$ cat config.mk
export PLATFORM = sky130hd
export DESIGN_NAME = cpu_launch_ctrl
export DESIGN_NICKNAME = d
export VERILOG_FILES = /design/src/rtl/cpu_launch_ctrl.sv
export SDC_FILE = /design/constraint.sdc
export NUM_CORES = 1
export LEC_CHECK = 0
export ABC_AREA = 1
export BUFFER_PORTS_ARGS = -buffer_cell sky130_fd_sc_hd__buf_4
export CORE_UTILIZATION = 25
export DETAILED_ROUTE_END_ITERATION = 6
export GPL_TIMING_DRIVEN = 0
export SETUP_SLACK_MARGIN = 0.02
export SLEW_MARGIN = 20
export SYNTH_ARGS = -nofsm -noshare
export SYNTH_HDL_FRONTEND = slang
export SYNTH_SLANG_ARGS = --single-unit
$ cat constraint.sdc
create_clock -name i_clk -period 1.85 [get_ports i_clk]
set_input_delay 0.2775 -clock i_clk [delete_from_list [all_inputs] [get_ports i_clk]]
set_output_delay 0.2775 -clock i_clk [all_outputs]
set_load 0.01 [all_outputs]
$ cat src/rtl/cpu_launch_ctrl.sv
// Purpose : loads a program image into instruction memory, seeds two argument
//           registers, runs the CPU until HALT and reads two result registers back.
// Latency : imem write same cycle as the accepted word; result_valid 3 cycles after HALT.
// Backpr. : i_ld_valid/o_ld_ready handshake, ready held high for the whole LOAD phase.
//
// Optional feature macro: CPU_LAUNCH_WATCHDOG_EN (run-cycle watchdog, limit WDOG_CYCLES).
//
// Ports:
//   i_clk, i_rst_n                 clock (rising edge), asynchronous active-low reset
//   i_start, i_arg                 launch pulse (IDLE only) and 64-bit argument
//   i_ld_valid/o_ld_ready,
//   i_ld_data, i_ld_last           program word stream
//   o_imem_we/addr/wdata           instruction memory write port
//   o_rf_we/addr/wdata, i_rf_rdata register-file backdoor (read is combinational)
//   o_cpu_rst, o_cpu_hold          processor reset / clock-enable inhibit
//   i_cpu_cstate                   processor control state (HALT detection)
//   o_busy, o_result_valid,
//   o_result, o_err                status and captured 64-bit result
module cpu_launch_ctrl #(
  parameter int unsigned IMEM_AW     = 8,
  parameter logic [3:0]  HALT_STATE  = 4'b1110,
  parameter logic [4:0]  ARG_HI_REG  = 5'd1,
  parameter logic [4:0]  ARG_LO_REG  = 5'd2,
  parameter int unsigned WDOG_CYCLES = 65535
) (
  input  logic               i_clk,
  input  logic               i_rst_n,
  input  logic               i_start,
  input  logic [63:0]        i_arg,
  input  logic               i_ld_valid,
  output logic               o_ld_ready,
  input  logic [31:0]        i_ld_data,
  input  logic               i_ld_last,
  output logic               o_imem_we,
  output logic [IMEM_AW-1:0] o_imem_addr,
  output logic [31:0]        o_imem_wdata,
  output logic               o_rf_we,
  output logic [4:0]         o_rf_addr,
  output logic [31:0]        o_rf_wdata,
  input  logic [31:0]        i_rf_rdata,
  output logic               o_cpu_rst,
  output logic               o_cpu_hold,
  input  logic [3:0]         i_cpu_cstate,
  output logic               o_busy,
  output logic               o_result_valid,
  output logic [63:0]        o_result,
  output logic               o_err
);

  typedef enum logic [2:0] {
    S_IDLE    = 3'd0,
    S_LOAD    = 3'd1,
    S_SEED_HI = 3'd2,
    S_SEED_LO = 3'd3,
    S_RUN     = 3'd4,
    S_READ_HI = 3'd5,
    S_READ_LO = 3'd6
  } state_t;

  localparam logic [16:0] WDOG_LIMIT = 17'(WDOG_CYCLES);

  state_t               r_state;
  state_t               w_state_nxt;
  logic [63:0]          r_arg;
  logic [IMEM_AW-1:0]   r_imem_addr;
  logic [63:0]          r_result;
  logic                 r_result_valid;
  logic                 r_err;

  logic                 w_start_acc;   // start accepted this cycle
  logic                 w_ld_acc;      // program word accepted this cycle
  logic                 w_overflow;    // accepted word filled the last address without ld_last
  logic                 w_halt;        // CPU reports HALT while running
  logic                 w_wdog_trip;   // run-cycle limit reached this cycle
  logic                 w_wdog_fire;   // watchdog actually ends the run (HALT has priority)

  // ---------------------------------------------------------------------------
  // Run watchdog
  // ---------------------------------------------------------------------------
`ifdef CPU_LAUNCH_WATCHDOG_EN
  logic [16:0] r_wdog_cnt;
  logic [16:0] w_wdog_inc;

  assign w_wdog_inc  = r_wdog_cnt + 17'd1;
  // r_wdog_cnt holds the number of RUN cycles already completed, so the
  // WDOG_LIMIT-th RUN cycle is the last one.
  assign w_wdog_trip = (w_wdog_inc == WDOG_LIMIT);

  always_ff @(posedge i_clk or negedge i_rst_n) begin
    if (!i_rst_n) begin
      r_wdog_cnt <= '0;
    end else if (r_state == S_SEED_LO) begin
      // cleared on the way into RUN
      r_wdog_cnt <= '0;
    end else if (r_state == S_RUN) begin
      r_wdog_cnt <= w_wdog_inc;
    end
  end
`else
  // No watchdog: RUN only ends on HALT. The limit stays referenced so the
  // parameter list is identical in both builds.
  assign w_wdog_trip = 1'b0 && (WDOG_LIMIT != 17'd0);
`endif

  // ---------------------------------------------------------------------------
  // Next-state and per-state outputs
  // ---------------------------------------------------------------------------
  always_comb begin
    w_state_nxt  = r_state;
    w_start_acc  = 1'b0;
    w_ld_acc     = 1'b0;
    w_overflow   = 1'b0;
    w_halt       = 1'b0;
    w_wdog_fire  = 1'b0;
    o_ld_ready   = 1'b0;
    o_imem_we    = 1'b0;
    o_imem_wdata = '0;
    o_rf_we      = 1'b0;
    o_rf_addr    = '0;
    o_rf_wdata   = '0;
    o_cpu_rst    = 1'b1;
    o_cpu_hold   = 1'b1;

    case (r_state)
      S_IDLE: begin
        if (i_start) begin
          w_start_acc = 1'b1;
          w_state_nxt = S_LOAD;
        end
      end

      S_LOAD: begin
        o_ld_ready = 1'b1;
        if (i_ld_valid) begin
          w_ld_acc     = 1'b1;
          o_imem_we    = 1'b1;
          o_imem_wdata = i_ld_data;
          if (i_ld_last) begin
            w_state_nxt = S_SEED_HI;
          end else if (&r_imem_addr) begin
            // Image larger than imem: keep this word, abandon the launch.
            w_overflow  = 1'b1;
            w_state_nxt = S_IDLE;
          end
        end
      end

      S_SEED_HI: begin
        o_cpu_rst   = 1'b0;
        o_rf_we     = 1'b1;
        o_rf_addr   = ARG_HI_REG;
        o_rf_wdata  = r_arg[63:32];
        w_state_nxt = S_SEED_LO;
      end

      S_SEED_LO: begin
        o_cpu_rst   = 1'b0;
        o_rf_we     = 1'b1;
        o_rf_addr   = ARG_LO_REG;
        o_rf_wdata  = r_arg[31:0];
        w_state_nxt = S_RUN;
      end

      S_RUN: begin
        // CPU keeps its clock in the HALT cycle itself; hold resumes next cycle.
        o_cpu_rst  = 1'b0;
        o_cpu_hold = 1'b0;
        if (i_cpu_cstate == HALT_STATE) begin
          w_halt      = 1'b1;
          w_state_nxt = S_READ_HI;
        end else if (w_wdog_trip) begin
          w_wdog_fire = 1'b1;
          w_state_nxt = S_READ_HI;
        end
      end

      S_READ_HI: begin
        o_cpu_rst   = 1'b0;
        o_rf_addr   = ARG_HI_REG;
        w_state_nxt = S_READ_LO;
      end

      S_READ_LO: begin
        o_cpu_rst   = 1'b0;
        o_rf_addr   = ARG_LO_REG;
        w_state_nxt = S_IDLE;
      end

      default: begin
        w_state_nxt = S_IDLE;
      end
    endcase
  end

  // ---------------------------------------------------------------------------
  // State register
  // ---------------------------------------------------------------------------
  always_ff @(posedge i_clk or negedge i_rst_n) begin
    if (!i_rst_n) begin
      r_state <= S_IDLE;
    end else begin
      r_state <= w_state_nxt;
    end
  end

  // ---------------------------------------------------------------------------
  // Datapath registers
  // ---------------------------------------------------------------------------
  always_ff @(posedge i_clk or negedge i_rst_n) begin
    if (!i_rst_n) begin
      r_arg          <= '0;
      r_imem_addr    <= '0;
      r_result       <= '0;
      r_result_valid <= 1'b0;
      r_err          <= 1'b0;
    end else begin
      // Pulses in the first IDLE cycle after the low half has been captured.
      r_result_valid <= (r_state == S_READ_LO);

      if (w_start_acc) begin
        r_arg       <= i_arg;
        r_err       <= 1'b0;
        r_imem_addr <= '0;
      end

      if (w_ld_acc) begin
        r_imem_addr <= r_imem_addr + IMEM_AW'(1);
      end

      if (w_overflow || w_wdog_fire) begin
        r_err <= 1'b1;
      end

      if (r_state == S_READ_HI) begin
        r_result[63:32] <= i_rf_rdata;
      end

      if (r_state == S_READ_LO) begin
        r_result[31:0] <= i_rf_rdata;
      end
    end
  end

  assign o_imem_addr    = r_imem_addr;
  assign o_busy         = (r_state != S_IDLE);
  assign o_result_valid = r_result_valid;
  assign o_result       = r_result;
  assign o_err          = r_err;

  // w_halt only documents the RUN exit condition for waveform debug.
  logic w_unused;
  assign w_unused = w_halt;

endmodule

**Word level (Yosys, flattened, before mapping)**

Cells that the tools add are included.

- Flip-flop bits (word level): 141
- Word-level logic and storage cells: 55
- Input bits: 137
- Output and inout bits: 149

- Reduce and logical (&&, ||, !) cells: 10
- Add/subtract/negate cells: 1
- Equality and inequality tests: 11
- Multiplexer cells: 26

Operators with widths:

| cell | number |
|---|---|
| $mux W32 | 2 |
| $pmux W32 S2 | 1 |
| $pmux W3 S6 | 1 |
| $mux W8 | 2 |
| $mux W3 | 5 |
| $mux W1 | 14 |
| $eq A3 B3 Y1 const B | 3 |
| $add A8 B1 Y8 const B | 1 |
| $reduce_and A8 Y1 | 1 |
| $eq A3 B2 Y1 const B | 2 |
| $ne A2 B2 Y1 const B | 3 |
| $reduce_or A2 Y1 | 3 |
| $reduce_or A5 Y1 | 1 |
| $eq A4 B4 Y1 const B | 1 |
| $pmux W2 S2 | 1 |
| $reduce_and A4 Y1 | 1 |
| $reduce_bool A2 Y1 | 2 |
| $eq A3 B1 Y1 const B | 1 |
| $logic_not A3 Y1 | 1 |
| $ne A3 B3 Y1 const B | 1 |
| $reduce_bool A3 Y1 | 1 |

**Depth between registers and ports, before layout**

- Depth after elaboration: 6
- Gate-level depth with buffers: 9
- Gate-level depth less buffers: 9

**Least setup slack after synthesis**

OpenSTA, ideal clock, no wires.

- Path kind: reg-to-output
- From: register r_state[2]
- To: output port o_rf_wdata[0]
- Path slack: 0.351 ns
- Required time: 1.572 ns
- Arrival: 1.221 ns
- Buffers on the path: 2
- Stages on the path, launching flop included: 5
- Path through: dfrtp_1 -> inv_2 -> buf_2 -> clkbuf_1 -> a32o_1

- Cells in the longest elaborated chain, start to end: 2
- Elaborated cells between the ends (all ways): 3
- Classes of those cells: 2 x eq/ne; 1 x mux

RTL lines:

| element | line | source |
|---|---|---|
| start: declaration | 62 | `state_t r_state;` |
| start signal: assignment | 202 | `r_state <= w_state_nxt;` |
| $eq A3 B2 Y1 | 124 | `case (r_state)` |
| $pmux W32 S2 (*) | 124 |  |
| end: declaration | 39 | `output logic [31:0] o_rf_wdata,` |

Every way passes the cells marked *; elsewhere a longest branch is shown, timed or not.

**Worst setup path after layout**

- From: register r_state[0]
- To: output port o_rf_wdata[12]

The elaborated chain is that of the path after synthesis.

==> reports/results.md <==
| Item | This run | Unit |
|---|---|---|
| Number of max-capacitance violations reported | 0 | - |
| Violated checks | negative setup slack | - |
| VDD IR max | 0.657 | mV |
| Wire length per cell | 14.9 | um |
| Tightest slew margin relative to the limit | 0.617 | - |
| Floorplan Core Area | 23,800 | um^2 |
| Worst setup slack after layout | -114 | ps |
| Final hold violation count | 0 | - |
| Count of routing violations after the opening detailed-route iteration | 310 | - |
| Dominant combinational cell family by area after synthesis | simple AND/OR/NAND/NOR gates | - |
| Max Buffers Root-to-Sink | 2 | - |
| First drt pass iteration count | 5 | - |
| Residual DRC count | 0 | - |
| Netlist Area Pre-Place | 6140 | um^2 |
| Clock net sink count | 141 | - |
| Post-synthesis compound-gate area fraction | 0.118 | - |
| Area growth syn-to-layout | 58.7 | % |
| Vias per inst | 4.31 | - |
| Final core occ | 0.410 | - |
| Post-detail-place hpwl | 14.5 | mm |
| Number of buffers created by CTS | 17 | - |
| CP startpoint kind | register | - |
| Crit Path Class | register to output pin | - |
| Clk Tree Root Cell | sky130_fd_sc_hd__clkbuf_16 | - |
| Launch point of the critical path | r_state[0] | - |
| Initial antenna violation count | 0 | - |
| Adder-cell share of the synthesized area | 0.00204 | - |
| Fraction of the cycle the final worst path needs | 1.06 | - |
| First-pass GRT wire length | 30.6 | mm |
| Filler cell count | 2,416 | - |
| Result of the run | finished with violations | - |
| Total number of nets in the final design | 1,185 | - |
| Most frequent cells in the layout | 290 x sky130_fd_sc_hd__buf_4, 286 x sky130_fd_sc_hd__nand2_1, 138 x sky130_fd_sc_hd__dfrtp_1 | - |
| Total via count in the routed design | 5,948 | - |
| Die span in x | 159 | um |
| Share of synthesized area spent on multiplexers | 0 | - |
| Setup repair after global routing missed its margin | yes | - |
| Warning count from the yosys run | 0 | - |
| Initial Utilization | 0.258 | - |
| Routed WL | 20.5 | mm |
| Shortest clock period the worst path allows after layout | 1960 | ps |
| Required time at the endpoint of the critical path | 1570 | ps |
| Number of pins with negative max-slew slack in the final report | 0 | - |
| Global placer's final weighted congestion | 0.782 | - |
| Static leakage | 5.39 | nW |
| Simple-Gate Fraction of Synth Area | 0.218 | - |
| Fraction of the yosys area taken by sequential cells | 0.575 | - |
| Post-placement worst setup slack | -208 | ps |
| Clock input transition at the sequential cells of the worst setup and hold paths | 70 | ps |
| GRT Residual Overflow | 0 | - |
| EDFF count, synth | 0 | - |
| Share of layout cells above drive strength 1 | 0.389 | - |
| Count of different cell masters after synthesis | 26 | - |
| Top-level I/O count | 286 | - |
| Top fanout value on the critical path | 10 | - |
| Number of instances in the synthesized netlist | 719 | - |
| H-tree levels | 4 | - |
| Capturing element type of the critical path | output pin | - |
| Register-to-Register Setup Slack | 250 | ps |
| Hold/Removal Path Class | primary input to register | - |
| Setup skew after layout | 9.38 | ps |
| Remaining antenna violation count after routing | 0 | - |
| Slew at the pin closest to its max-slew limit | 575 | ps |
| Count of final setup violators | 66 | - |
| Reg2reg start | r_state[0] | - |
| Maximum number of pins on one net before global-route repair | 78 | - |
| Fmax achieved | 509 | MHz |
| Leading cell type in the layout, fill and taps excluded | sky130_fd_sc_hd__buf_4 | - |
| Number of synthesized register bits | 141 | - |
| Insertion delay of the later-clocked pin in the worst-skew pair | 420 | ps |
| Area enclosed by the die boundary | 25,200 | um^2 |
| Antenna diode count | 0 | - |
| Via count of the first global-routing pass | 5,651 | - |
| Beginning of the worst hold path | i_arg[52] | - |
| Data arrival time at the worst-slack endpoint | 1690 | ps |
| Mapped Avg Cell Area | 8.54 | um^2 |
| Flip-flop cell with the highest count after synthesis | sky130_fd_sc_hd__dfrtp_1 | - |
| Standard-cell rows | 56 | - |
| TritonCTS clock tree | built | - |
| Pwr per Cell Area | 1540 | nW/um^2 |
| Port Buf Inserts | 282 | - |
| Share of flip-flops with an asynchronous set or reset | 1.00 | - |
| Height of the die | 159 | um |
| Tot GR Track Use | 0.161 | - |
| Post-Synth XOR/XNOR Area | 0.00143 | - |
path summary, 6_finish.rpt:
check | endpoint | cells after the start
setup / recovery | o_rf_wdata[12] | 4
hold / removal | r_arg[52] | 3
setup reg to reg | o_result[9] | 7
hold reg to reg | r_arg[57] | 2
max in group asynchronous | r_state[1] | 3
min in group asynchronous | r_arg[35] | 2
where the power goes:
part	leakage [nW]	switching (mW)	internal, mW
clock network	0.274	1.46	1.90
registers	1.73	0.858	4.53
logic	3.38	3.25	2.96
total	5.39	5.57	9.40
timing repair:
| item | 4_1_cts | 5_1_grt |
|---|---|---|
| buffers inserted | 18 | 4 |
| endpoints found under the setup margin | 68 | 129 |
| endpoints found under the hold margin | 64 | 0 |
| gates resized for setup | 60 | 35 |
| pin swaps | 7 | 6 |
| hold buffers | 1 | 0 |
| gates cloned | 2 | 1 |
through the flow:
stage          instance area, um^2  hold slack (ps)  power [mW]  setup TNS (ps)  instances
3_3_place_gp                  8660              463        11.0          -32600       1322
4_1_cts                       9620             26.7        15.0           -7620       1375
2_1_floorplan                 6140            -18.1        8.17               0        721
5_1_grt                       9740             38.9        16.0          -11320       1379
3_5_place_dp                  8700              269        11.1           -3800       1323
6_report                      9740             42.0        15.0           -5050       1379
worst max-delay path, stage by stage, from the launching register on:
cell	delay [ps]
sky130_fd_sc_hd__dfrtp_2	460
sky130_fd_sc_hd__nor2_4	250
sky130_fd_sc_hd__clkbuf_8	250
sky130_fd_sc_hd__a32o_1	180
sky130_fd_sc_hd__buf_4	120
area by class of cell:
cell class	count	area [um^2]	share of cell area
Inverter	78	303	0.0311
Sequential cell	141	3530	0.363
Timing Repair Buffer	308	2450	0.252
Clock buffer	18	429	0.0441
Tap cell	319	399	0.0410
Buffer	42	332	0.0340
Multi-Input combinational cell	459	2150	0.220
Clock inverter	14	148	0.0152
cells in the mapped netlist (all sizes together), types with 2 or more instances:
cell type,n,area (um^2)
a21oi,8,40.0
a32o,32,320
o21ai,69,353
nor2,43,179
nand2,289,1090
buf,31,184
inv,78,293
nand4,2,12.5
clkbuf,12,45.0
nand3,8,45.0
dfrtp,141,3530
cell families after synthesis:
kind of cell	Yosys count
AOI/OAI and AO/OA	111
xor gates and xnor gates	1
adders and majority gates	1
buffers and inverters	121
DFF	141
other	1
and+or+nand+nor	343
routing by layer:
metal,GRT usage,up-vias,wire (um)
met1,0.201,2813,8760
met2,0.270,195,10200
met4,0.0568,0,356
met3,0.0381,19,1240
met5,0,-,0
li1,-,2921,-
state kept, by name (all words and copies together) (netlist names):
register        count
o_result           64
r_arg              64
o_imem_addr         8
r_state             3
o_err               1
o_result_valid      1
Note: power is estimated with default switching activity, not from simulation.
